<file path="config.mk">
export PLATFORM = sky130hd
export DESIGN_NAME = pc_gen_flat
export DESIGN_NICKNAME = d
export VERILOG_FILES = /design/src/rtl/pc_gen_if.sv /design/src/rtl/pc_gen.sv /design/src/flat_wrapper.sv
export SDC_FILE = /design/constraint.sdc
export NUM_CORES = 1
export LEC_CHECK = 0
export BUFFER_PORTS_ARGS = -buffer_cell sky130_fd_sc_hd__buf_2
export CORE_UTILIZATION = 56
export CTS_CLUSTER_DIAMETER = 200
export DETAILED_ROUTE_END_ITERATION = 6
export GPL_ROUTABILITY_DRIVEN = 1
export HOLD_SLACK_MARGIN = 0.15
export PLACE_DENSITY_LB_ADDON = 0.08
export SYNTH_ARGS = -nofsm -noshare
export SYNTH_HDL_FRONTEND = slang
export SYNTH_SLANG_ARGS = --single-unit
</file>
<file path="constraint.sdc">
create_clock -name clk -period 3.75 [get_ports clk]
set_input_delay 0.5625 -clock clk [delete_from_list [all_inputs] [get_ports clk]]
set_output_delay 0.5625 -clock clk [all_outputs]
set_load 0.1 [all_outputs]
</file>
<file path="src/rtl/pc_gen_if.sv">
// Fetch-side bus of the PC generator: pipeline control in, fetch address and status out.
// The master modport is the pipeline-control side; the slave modport is pc_gen itself.
interface pc_gen_if #(
    parameter int ADDR_W  = 32,
    parameter int STALL_W = 6
);
    logic [STALL_W-1:0] stall;
    logic               branch_flag;
    logic [ADDR_W-1:0]  branch_target;
    logic               flush;
    logic [ADDR_W-1:0]  new_pc;
    logic [ADDR_W-1:0]  pc;
    logic               ce;
    logic               redirect_pending;
    logic               pc_misaligned;

    modport master (
        output stall, branch_flag, branch_target, flush, new_pc,
        input  pc, ce, redirect_pending, pc_misaligned
    );

    modport slave (
        input  stall, branch_flag, branch_target, flush, new_pc,
        output pc, ce, redirect_pending, pc_misaligned
    );
endinterface

</file>
<file path="src/rtl/pc_gen.sv">
// Fetch-address generator: sequential PC with branch and flush redirects, plus a
// one-entry buffer that holds a branch raised while the PC stage is stalled.
module pc_gen #(
    parameter int                ADDR_W     = 32,
    parameter logic [ADDR_W-1:0] RESET_VEC  = '0,
    parameter int                INST_BYTES = 4,
    parameter int                STALL_W    = 6
) (
    input logic     clk,
    input logic     rst,
    pc_gen_if.slave bus
);
    typedef enum logic {S_RESET, S_RUN} state_e;

    localparam logic [ADDR_W-1:0] INC        = ADDR_W'(INST_BYTES);
    localparam logic [ADDR_W-1:0] ALIGN_MASK = ADDR_W'(INST_BYTES - 1);

    state_e            state_q;
    logic [ADDR_W-1:0] pc_q;
    logic [ADDR_W-1:0] pend_target_q;
    logic              ce_q;
    logic              pend_valid_q;
    logic              pc_stall;
    logic              unused_stall_hi;

    assign pc_stall        = bus.stall[0];
    assign unused_stall_hi = ^bus.stall;

    always_ff @(posedge clk) begin
        // NOTE: state registers use non-blocking assignments so every branch
        // below sees the pre-edge values of pc_q and pend_valid_q.
        if (rst) begin
            state_q      <= S_RESET;
            ce_q         <= 1'b0;
            pc_q         <= RESET_VEC;
            pend_valid_q <= 1'b0;
            // NOTE: pend_target_q is left out of reset on purpose; it is only
            // read while pend_valid_q is set, so its contents are don't-care.
        end else begin
            case (state_q)
                S_RESET: begin
                    state_q <= S_RUN;
                    ce_q    <= 1'b1;
                end
                S_RUN: begin
                    ce_q <= 1'b1;
                    if (bus.flush) begin
                        pc_q         <= bus.new_pc;
                        pend_valid_q <= 1'b0;
                    end else if (pc_stall) begin
                        // Newest branch wins; an older buffered one is overwritten.
                        if (bus.branch_flag) begin
                            pend_valid_q  <= 1'b1;
                            pend_target_q <= bus.branch_target;
                        end
                    end else if (bus.branch_flag) begin
                        pc_q         <= bus.branch_target;
                        pend_valid_q <= 1'b0;
                    end else if (pend_valid_q) begin
                        pc_q         <= pend_target_q;
                        pend_valid_q <= 1'b0;
                    end else begin
                        pc_q <= pc_q + INC;
                    end
                end
                default: begin
                    state_q <= S_RESET;
                    ce_q    <= 1'b0;
                end
            endcase
        end
    end

    assign bus.pc               = pc_q;
    assign bus.ce               = ce_q;
    assign bus.redirect_pending = pend_valid_q;
    // Misaligned targets are fetched as given; this flag only reports them.
    assign bus.pc_misaligned    = ce_q & ((pc_q & ALIGN_MASK) != '0);
endmodule

</file>
<file path="src/flat_wrapper.sv">
// flat-port wrapper written by rule: the top's interface ports become plain ports
module pc_gen_flat 
#(
    parameter int                ADDR_W     = 32,
    parameter logic [ADDR_W-1:0] RESET_VEC  = '0,
    parameter int                INST_BYTES = 4,
    parameter int                STALL_W    = 6
)
  (clk, rst, bus_stall, bus_branch_flag, bus_branch_target, bus_flush, bus_new_pc, bus_pc, bus_ce, bus_redirect_pending, bus_pc_misaligned);
  pc_gen_if #(.ADDR_W(ADDR_W), .STALL_W(STALL_W)) bus_i ();
  input logic clk;
  input logic rst;
  input wire logic [$bits(bus_i.stall)-1:0] bus_stall;
  input wire logic [$bits(bus_i.branch_flag)-1:0] bus_branch_flag;
  input wire logic [$bits(bus_i.branch_target)-1:0] bus_branch_target;
  input wire logic [$bits(bus_i.flush)-1:0] bus_flush;
  input wire logic [$bits(bus_i.new_pc)-1:0] bus_new_pc;
  output wire logic [$bits(bus_i.pc)-1:0] bus_pc;
  output wire logic [$bits(bus_i.ce)-1:0] bus_ce;
  output wire logic [$bits(bus_i.redirect_pending)-1:0] bus_redirect_pending;
  output wire logic [$bits(bus_i.pc_misaligned)-1:0] bus_pc_misaligned;
  assign bus_i.stall = bus_stall;
  assign bus_i.branch_flag = bus_branch_flag;
  assign bus_i.branch_target = bus_branch_target;
  assign bus_i.flush = bus_flush;
  assign bus_i.new_pc = bus_new_pc;
  assign bus_pc = bus_i.pc;
  assign bus_ce = bus_i.ce;
  assign bus_redirect_pending = bus_i.redirect_pending;
  assign bus_pc_misaligned = bus_i.pc_misaligned;
  pc_gen #(.ADDR_W(ADDR_W), .RESET_VEC(RESET_VEC), .INST_BYTES(INST_BYTES), .STALL_W(STALL_W)) u_core (.clk(clk), .rst(rst), .bus(bus_i));
endmodule
</file>
# Yosys cells after proc, flatten, opt, wreduce, memory -nomap -nowiden
# Cells that the tools add are included.
[word_totals]
register_bits = 66
out_inout_bits = 35
word_cells = 22
in_bits = 74
[classes]
n_addsub = 1
n_reduce_logical = 4
n_mux = 8
n_eq_ne = 2
bitwise = 3
[op_table]
columns = ["cell", "count"]
rows = [
  ["32-bit two-way mux", 4],
  ["32-bit by 3-bit adder with 32-bit output (second input constant)", 1],
  ["32-bit nonzero test", 1],
  ["5-bit AND reduction", 1],
  ["1-bit two-way mux", 4],
  ["2-bit AND reduction", 2],
  ["3-bit by 1-bit != test with 1-bit output (second input constant)", 1],
  ["2-bit by 1-bit != test with 1-bit output (second input constant)", 1],
  ["1-bit inverter", 2],
  ["1-bit AND", 1],
]

# Longest topological paths before layout
# Gate-level depths: netlist of run 1.
[depth]
word_depth = 5
mapped_depth = 7
ltp_nobuf = 6

# Least setup slack after synthesis of run 1
# Ideal clock, no wire load.
[synth_path]
path_type = "register to register"
startpoint = "register u_core.pc_q[2], in the netlist u_core.bus.pc[2]"
endpoint = "register u_core.pc_q[26], in the netlist u_core.bus.pc[26]"
path_buffers = 0
required_time_ns = 3.684
arrival_ns = 2.661
setup_slack_ns = 1.023
setup_ns = 0.066
synth_period_minus_slack_ns = 2.727
stages_incl_launch_ff = 7
path_cell_list = "dfxtp_1 > ha_1 > nand3_1 > or3_4 > nor4_1 > mux2_2 > nand3_1"
[synth_via]
elab_chain_len = 5
[synth_lines]
columns = ["item", "line", "text"]
rows = [
  ["from (decl)", "pc_gen.sv:19", "logic [ADDR_W-1:0] pc_q;"],
  ["from (signal assigned)", "pc_gen.sv:48", "pc_q <= bus.new_pc;"],
  ["from (signal assigned)", "pc_gen.sv:57", "pc_q <= bus.branch_target;"],
  ["from (signal assigned)", "pc_gen.sv:60", "pc_q <= pend_target_q;"],
  ["32-bit by 3-bit adder with 32-bit output", "pc_gen.sv:63", "pc_q <= pc_q + INC;"],
  ["32-bit two-way mux", "pc_gen.sv:59", "end else if (pend_valid_q) begin"],
  ["32-bit two-way mux", "pc_gen.sv:56", "end else if (bus.branch_flag) begin"],
  ["32-bit two-way mux", "pc_gen.sv:50", "end else if (pc_stall) begin"],
  ["32-bit two-way mux", "pc_gen.sv:47", "if (bus.flush) begin"],
]
# No other way between the ends. The select of a mux whose other input is x is not followed.
# A chain may end at the register's enable or synchronous reset.

# Worst setup path in the final report of run 1
# Same ends and word-level chain as after synthesis.

==> reports/summary.txt, run 1 <==
Final period util = 0.6232
TNS Setup = 0 ps
syn_nets = 474
Iter 0 DRT Violations = 460
VDD IR max = 269.2 µV
GR Overflow Total = 0
worst-case clock buffer depth = 2
data required time of the critical path = 4040 ps
post-synthesis sequential area ratio = 0.4423
Worst Path Buf+Inv = 0
largest net degree at the start of global routing = 37
delay of the slowest cell on the worst path = 520 ps
Final setup violation count = 0
share of layout cells above drive strength 1 = 0.2823
Simple-Gate Fraction of Synth Area = 0.1966
width of the chip = 83.41 µm
routed len/inst = 19.83 µm
drt drc = 0
Synth Register Bits = 66
number of global-route vias before repair = 3527
Crit Path Max Fanout = 6
hpwl dp = 7766 µm
Clock Root Buffer = clkbuf_8
Pre-antenna DRT Iters = 5
min Tclk post-route = 2337 ps
CTS tree = yes
CTS Sinks = 66
Pins Over Slew Limit = 0
crit end category = flip-flop
Inserted Clock Buffers = 9
Worst-Skew Late Latency = 350 ps
post-synthesis mux area share = 0.01382
async set or reset register ratio after synthesis = 0
Worst-Margin Slew = 808.7 ps
GRT Util Overall = 0.3288
I/O pin total = 109
most frequent CP cell = nand3_1
Post-synth EDFFs = 32
Util after Layout = 0.6930
# rows = 29
core area = 6386 µm²
cts repair resizes = 0
Synth Warn # = 0
critical path's top delay family = simple AND/OR/NAND/NOR gates
largest family of logic cells by synthesized area = compound AO/OA/AOI/OAI gates
Cells after DPL = 557
Max-cap violations = 0
Worst EP arrival = 2630 ps
XOR/XNOR share of the synthesized area = 0.02124
startpoint types = flip-flop
total routed wirelength = 11360 µm
DRT antenna net count = 0
H-Tree Depth = 3
Antenna diodes = 0
Die Footprint = 6956 µm²
vias per inst = 6.675
setup repair bufs after CTS = 0
initial antenna violation count = 0
routability cong. = 0.8573
final hold violations = 0
initial core utilization = 0.5811
Pwr Density = 406.1 nW/µm²
RSZ-0062 raised after global routing = false
DR vias = 3825
Die Height = 83.41 µm
P&R area growth vs syn = 19.25%
Compound-Gate Fraction of Synth Area = 0.2768
top cells by area, synth = edfxtp_1 (26%), dfxtp_1 (18%), o21ai_0 (4.6%)
largest area contributor in the netlist = edfxtp_1
Reg clk slew, reported paths = 70 ps
post-synthesis cell count = 399
worst min path class = in2reg
Rel. slew slack = 0.4596
post-synthesis cell type count = 63
wire length of the first global-routing pass = 17840 µm
Leak Pwr = 1.722 nW
total power = 0.001797 W
hold buffer count at CTS = 0
outcome = completed
critical path class = reg2reg
Synth Area in Adders = 0.003372
post-synth top area share = 0.2589
crit path cell chain = ha_1 -> nand3_1 -> or3_4 -> nor4_1 -> mux2_2 -> nand3_1
# port buffers = 103
Mean Syn Cell Area = 9.301 µm²
Crit-path slowest cell = or3_4
post-layout net count = 566
area of the mapped netlist = 3711 µm²
Top FF cell, synth = dfxtp_1
fmax = 427.9 MHz
Non-Filler Instances = 573
Clock Skew = 10.46 ps
-- worst reg2reg max path, delay by kind of cell, from the launching register on --
family | cells | cell delay [ps]
simple gates | 4 | 1180
flops | 1 | 460
mux | 1 | 380
fa+ha+maj | 1 | 260
-- metal layers --
layer | track usage | part of all wire | up-vias
li1 | - | - | 1763
met2 | 0.5283 | 0.46 | 233
met5 | 0 | 0 | -
met1 | 0.4526 | 0.43 | 1813
met3 | 0.04871 | 0.094 | 16
met4 | 0.1176 | 0.015 | 0
-- per-stage QoR --
stage	instance area (µm²)	setup WS (ps)	hold slack (ps)
after floorplan	3711	1023	478.8
after global placement	4262	1307	467.9
after detailed placement	4262	1249	464.5
after CTS	4425	1443	400.2
after global routing	4425	1271	401.5
final	4425	1413	403.1
-- flip-flops by register name, indices dropped and copies added (netlist names) --
name	count
u_core.pend_target_q	32
u_core.bus.pc	32
u_core.bus.redirect_pending	1
u_core.bus.ce	1
-- cells by family after synthesis --
| group | after synthesis |
|---|---|
| AO/OA/AOI/OAI | 144 |
| AND/OR/NAND/NOR | 133 |
| flip-flops | 66 |
| buffers and inverters | 41 |
| XOR/XNOR | 9 |
| multiplexers | 5 |
| adder cells (fa/ha/maj) | 1 |
-- placed cells by master (no fill, tap or decap), types with 7 or more instances in the layout --
cell,instances
nand3_1,14
clkbuf_8,10
edfxtp_1,32
nor2_1,23
o22ai_1,10
nor4_1,7
buf_4,10
a221o_1,7
inv_1,7
a221oi_1,8
a21oi_1,18
buf_2,103
nand2_1,29
nor3_1,18
o21ai_0,34
dfxtp_1,34
-- power by group --
part,internal [W],switching [W]
sequential,0.000785,0.0000416
combinational,0.000115,0.000334
clock,0.000256,0.000266
-- area by class of cell --
cell class | count | area, µm²
clock buffers | 13 | 148.9
fillers | 556 | 1961
repair buffers | 113 | 590.6
multi-input cells | 292 | 1899
clock inverters | 3 | 15.01
well taps | 77 | 96.34
flip-flops and latches | 66 | 1642
inverters | 9 | 33.78
-- worst paths after layout --
| check | from | endpoint | slack, ps | cells after the start |
|---|---|---|---|---|
| setup / recovery | u_core.bus.pc[2]$_SDFFE_PP0P_ | u_core.bus.pc[26]$_SDFFE_PP0P_ | 1410 | 6 |
| hold / removal | bus_branch_target[7] | u_core.pend_target_q[7]$_DFFE_PP_ | 400 | 1 |
| setup reg to reg | u_core.bus.pc[2]$_SDFFE_PP0P_ | u_core.bus.pc[26]$_SDFFE_PP0P_ | 1410 | 6 |
| hold reg to reg | u_core.bus.pc[1]$_SDFFE_PP0P_ | u_core.bus.pc[1]$_SDFFE_PP0P_ | 480 | 2 |
-- synthesized netlist by cell type (6+ instances only) --
library cell / number
buf_2: 6
nand2_1: 29
a221o_1: 7
edfxtp_1: 32
o21ai_0: 34
nand3_1: 14
inv_1: 7
nor2_1: 23
o22ai_1: 10
a21oi_1: 18
dfxtp_1: 34
a22oi_1: 6
nor3_1: 18
nor4_1: 7
nand2b_1: 6
clkbuf_1: 22
and3_1: 6
a31oi_1: 6
a221oi_1: 8
o221ai_1: 6
Note: power is estimated with default switching activity, not from simulation.
==> inputs of run 2 (changes only) <==
--- a/config.mk
+++ b/config.mk
@@ -5,8 +5,9 @@
 export SDC_FILE = /design/constraint.sdc
 export NUM_CORES = 1
 export LEC_CHECK = 0
+export ABC_AREA = 1
 export BUFFER_PORTS_ARGS = -buffer_cell sky130_fd_sc_hd__buf_2
-export CORE_UTILIZATION = 56
+export CORE_UTILIZATION = 52
 export CTS_CLUSTER_DIAMETER = 200
 export DETAILED_ROUTE_END_ITERATION = 6
 export GPL_ROUTABILITY_DRIVEN = 1
==> constraint.sdc (replaced) <==
create_clock -name clk -period 2.25 [get_ports clk]
set_input_delay 0.3375 -clock clk [delete_from_list [all_inputs] [get_ports clk]]
set_output_delay 0.3375 -clock clk [all_outputs]
set_load 0.1 [all_outputs]
==> reports/summary.txt, run 2 <==
most frequent cells after synthesis = nand2_1 (172), nor2_1 (83), nand3_1 (38)
Max-cap violations = 0
vias per inst = 5.401
delay of the slowest cell on the worst path = 360 ps
post-synthesis cell type count = 31
largest net degree at the start of global routing = 30
H-Tree Depth = 3
drt drc = 0
Cells after DPL = 725
Worst-Skew Late Latency = 350 ps
Post-synth EDFFs = 32
crit path cell chain = ha_1 -> nand2_2 -> nor2_4 -> nand2_1 -> nor2_2 -> nand2_1 -> nand2_1 -> nand3_1 -> nand2_1 -> nand2_1 -> nand2_1 -> nand2_1
Top FF cell, synth = dfxtp_1
Pwr Density = 641.6 nW/µm²
width of the chip = 87.67 µm
Final period util = 0.7837
Leak Pwr = 2.033 nW
setup repair bufs after CTS = 0
# port buffers = 103
Worst-Margin Slew = 497.4 ps
GRT Util Overall = 0.2976
Antenna diodes = 0
TNS Setup = 0 ps
Clock Root Buffer = clkbuf_8
worst-case clock buffer depth = 2
final hold violations = 0
Reg clk slew, reported paths = 80 ps
Worst Path Buf+Inv = 0
routed len/inst = 14.47 µm
worst min path class = in2reg
hold slack = 170.6 ps
Synth Warn # = 0
CTS Sinks = 66
wire length of the first global-routing pass = 17480 µm
post-synthesis sequential area ratio = 0.4302
Die Height = 87.67 µm
core area = 6944 µm²
hpwl dp = 7831 µm
initial core utilization = 0.5495
DRT antenna net count = 0
area of the mapped netlist = 3816 µm²
syn_nets = 608
cts repair resizes = 0
GR Overflow Total = 0
Worst EP arrival = 2010 ps
crit end category = flip-flop
Iter 0 DRT Violations = 286
CTS tree = yes
fill count = 622
initial antenna violation count = 0
critical path class = reg2reg
Inserted Clock Buffers = 9
Synth Register Bits = 66
top cells by area, synth = edfxtp_1 (25%), dfxtp_1 (18%), nand2_1 (17%)
routability cong. = 0.9537
number of global-route vias before repair = 3638
VDD IR max = 426.5 µV
share of layout cells above drive strength 1 = 0.2434
hold buffer count at CTS = 0
most frequent cell after synthesis = nand2_1
Mean Syn Cell Area = 7.160 µm²
post-synthesis cell count = 533
Non-Filler Instances = 741
Pre-antenna DRT Iters = 5
I/O pin total = 109
critical path's top delay family = simple AND/OR/NAND/NOR gates
post-layout net count = 715
largest area contributor in the netlist = edfxtp_1
# rows = 30
most frequent CP cell = nand2_1
Final setup violation count = 0
min Tclk post-route = 1763 ps
Pins Over Slew Limit = 0
most common cell after layout, fill and taps aside = nand2_1
startpoint types = flip-flop
Clock Skew = 13.23 ps
most frequent cells in the layout = nand2_1 (172), buf_2 (103), nor2_1 (82), nand3_1 (38), inv_1 (34)
fmax = 567.1 MHz
Die Footprint = 7685 µm²
outcome = completed
post-synth top area share = 0.2518
async set or reset register ratio after synthesis = 0
Crit Path Max Fanout = 6
RSZ-0062 raised after global routing = false
P&R area growth vs syn = 21.31%
total routed wirelength = 10720 µm
Rel. slew slack = 0.6707
data required time of the critical path = 2490 ps
DR vias = 4002
Crit-path slowest cell = dfxtp_2
==> run 2: cell types whose count changed in the layout (fill, tap and decap cells not counted), moves of 7 or more <==
cell and delta:
a221o_1 -7, inv_1 +27, nand2_1 +143, nand3_1 +24
nor2_1 +59, nor2_4 +9, nor3_1 -17, nor4_1 -7
o211ai_1 +8, o21ai_0 -13
==> run 2: cell families after synthesis <==
| group | share of synthesized area |
|---|---|
| compound gates | 0.1380 |
| xor+xnor | 0.002296 |
| fa+ha+maj | 0.003278 |
| buf+inv | 0.05869 |
| flops | 0.4302 |
| simple gates | 0.3675 |
==> run 2: worst paths after layout <==
kind                                   from                                end  slack (ps)  cells past startpoint
max           u_core.bus.pc[2]$_SDFFE_PP0P_     u_core.bus.pc[24]$_SDFFE_PP0P_         490                     12
min                    bus_branch_target[1]  u_core.pend_target_q[1]$_DFFE_PP_         170                      1
max reg2reg   u_core.bus.pc[2]$_SDFFE_PP0P_     u_core.bus.pc[24]$_SDFFE_PP0P_         490                     12
min reg2reg  u_core.bus.pc[31]$_SDFFE_PP0P_     u_core.bus.pc[31]$_SDFFE_PP0P_         480                      2
==> run 2: stage by stage <==
step	worst slack, ps	cell area (µm²)	utilization	power, W
6_report	486.7	4629	0.6667	0.002970
5_1_grt	311.2	4629	0.6667	0.003097
2_1_floorplan	-150.9	3830	-	0.001939
3_5_place_dp	378.5	4467	0.6432	0.002131
4_1_cts	499.4	4629	0.6667	0.002978
3_3_place_gp	433.6	4467	0.6432	0.002120
==> run 2: where the power goes <==
group	leakage, nW	internal [W]	switching, W
clock network	0.0734	0.000390	0.000470
registers	0.570	0.00131	0.0000675
logic	1.39	0.000172	0.000561
==> run 2: final cells by class <==
class | instances | area, µm² | share of cell area
Inverter | 40 | 150.1 | 0.03243
Tap cell | 96 | 120.1 | 0.02595
Clock inverter | 6 | 35.03 | 0.007568
Sequential cell | 66 | 1644 | 0.3551
Timing Repair Buffer | 113 | 590.6 | 0.1276
Clock buffer | 10 | 127.6 | 0.02757
Multi-Input combinational cell | 410 | 1962 | 0.4238
==> run 2: metal layers <==
| metal | GRT usage | up-vias | part of all wire |
|---|---|---|---|
| li1 | - | 1989 | - |
| met1 | 0.4075 | 1841 | 0.46 |
| met2 | 0.4822 | 154 | 0.46 |
| met3 | 0.04241 | 18 | 0.062 |
| met4 | 0.1058 | 0 | 0.018 |
| met5 | 0 | - | 0 |
==> run 2: worst register-to-register path, cell delays in order, from the launching register on <==
cell,delay (ps)
dfxtp_2,360
ha_1,210
nand2_2,90
nor2_4,210
nand2_1,160
nor2_2,210
nand2_1,80
nand2_1,60
nand3_1,60
nand2_1,70
nand2_1,40
nand2_1,50
nand2_1,40
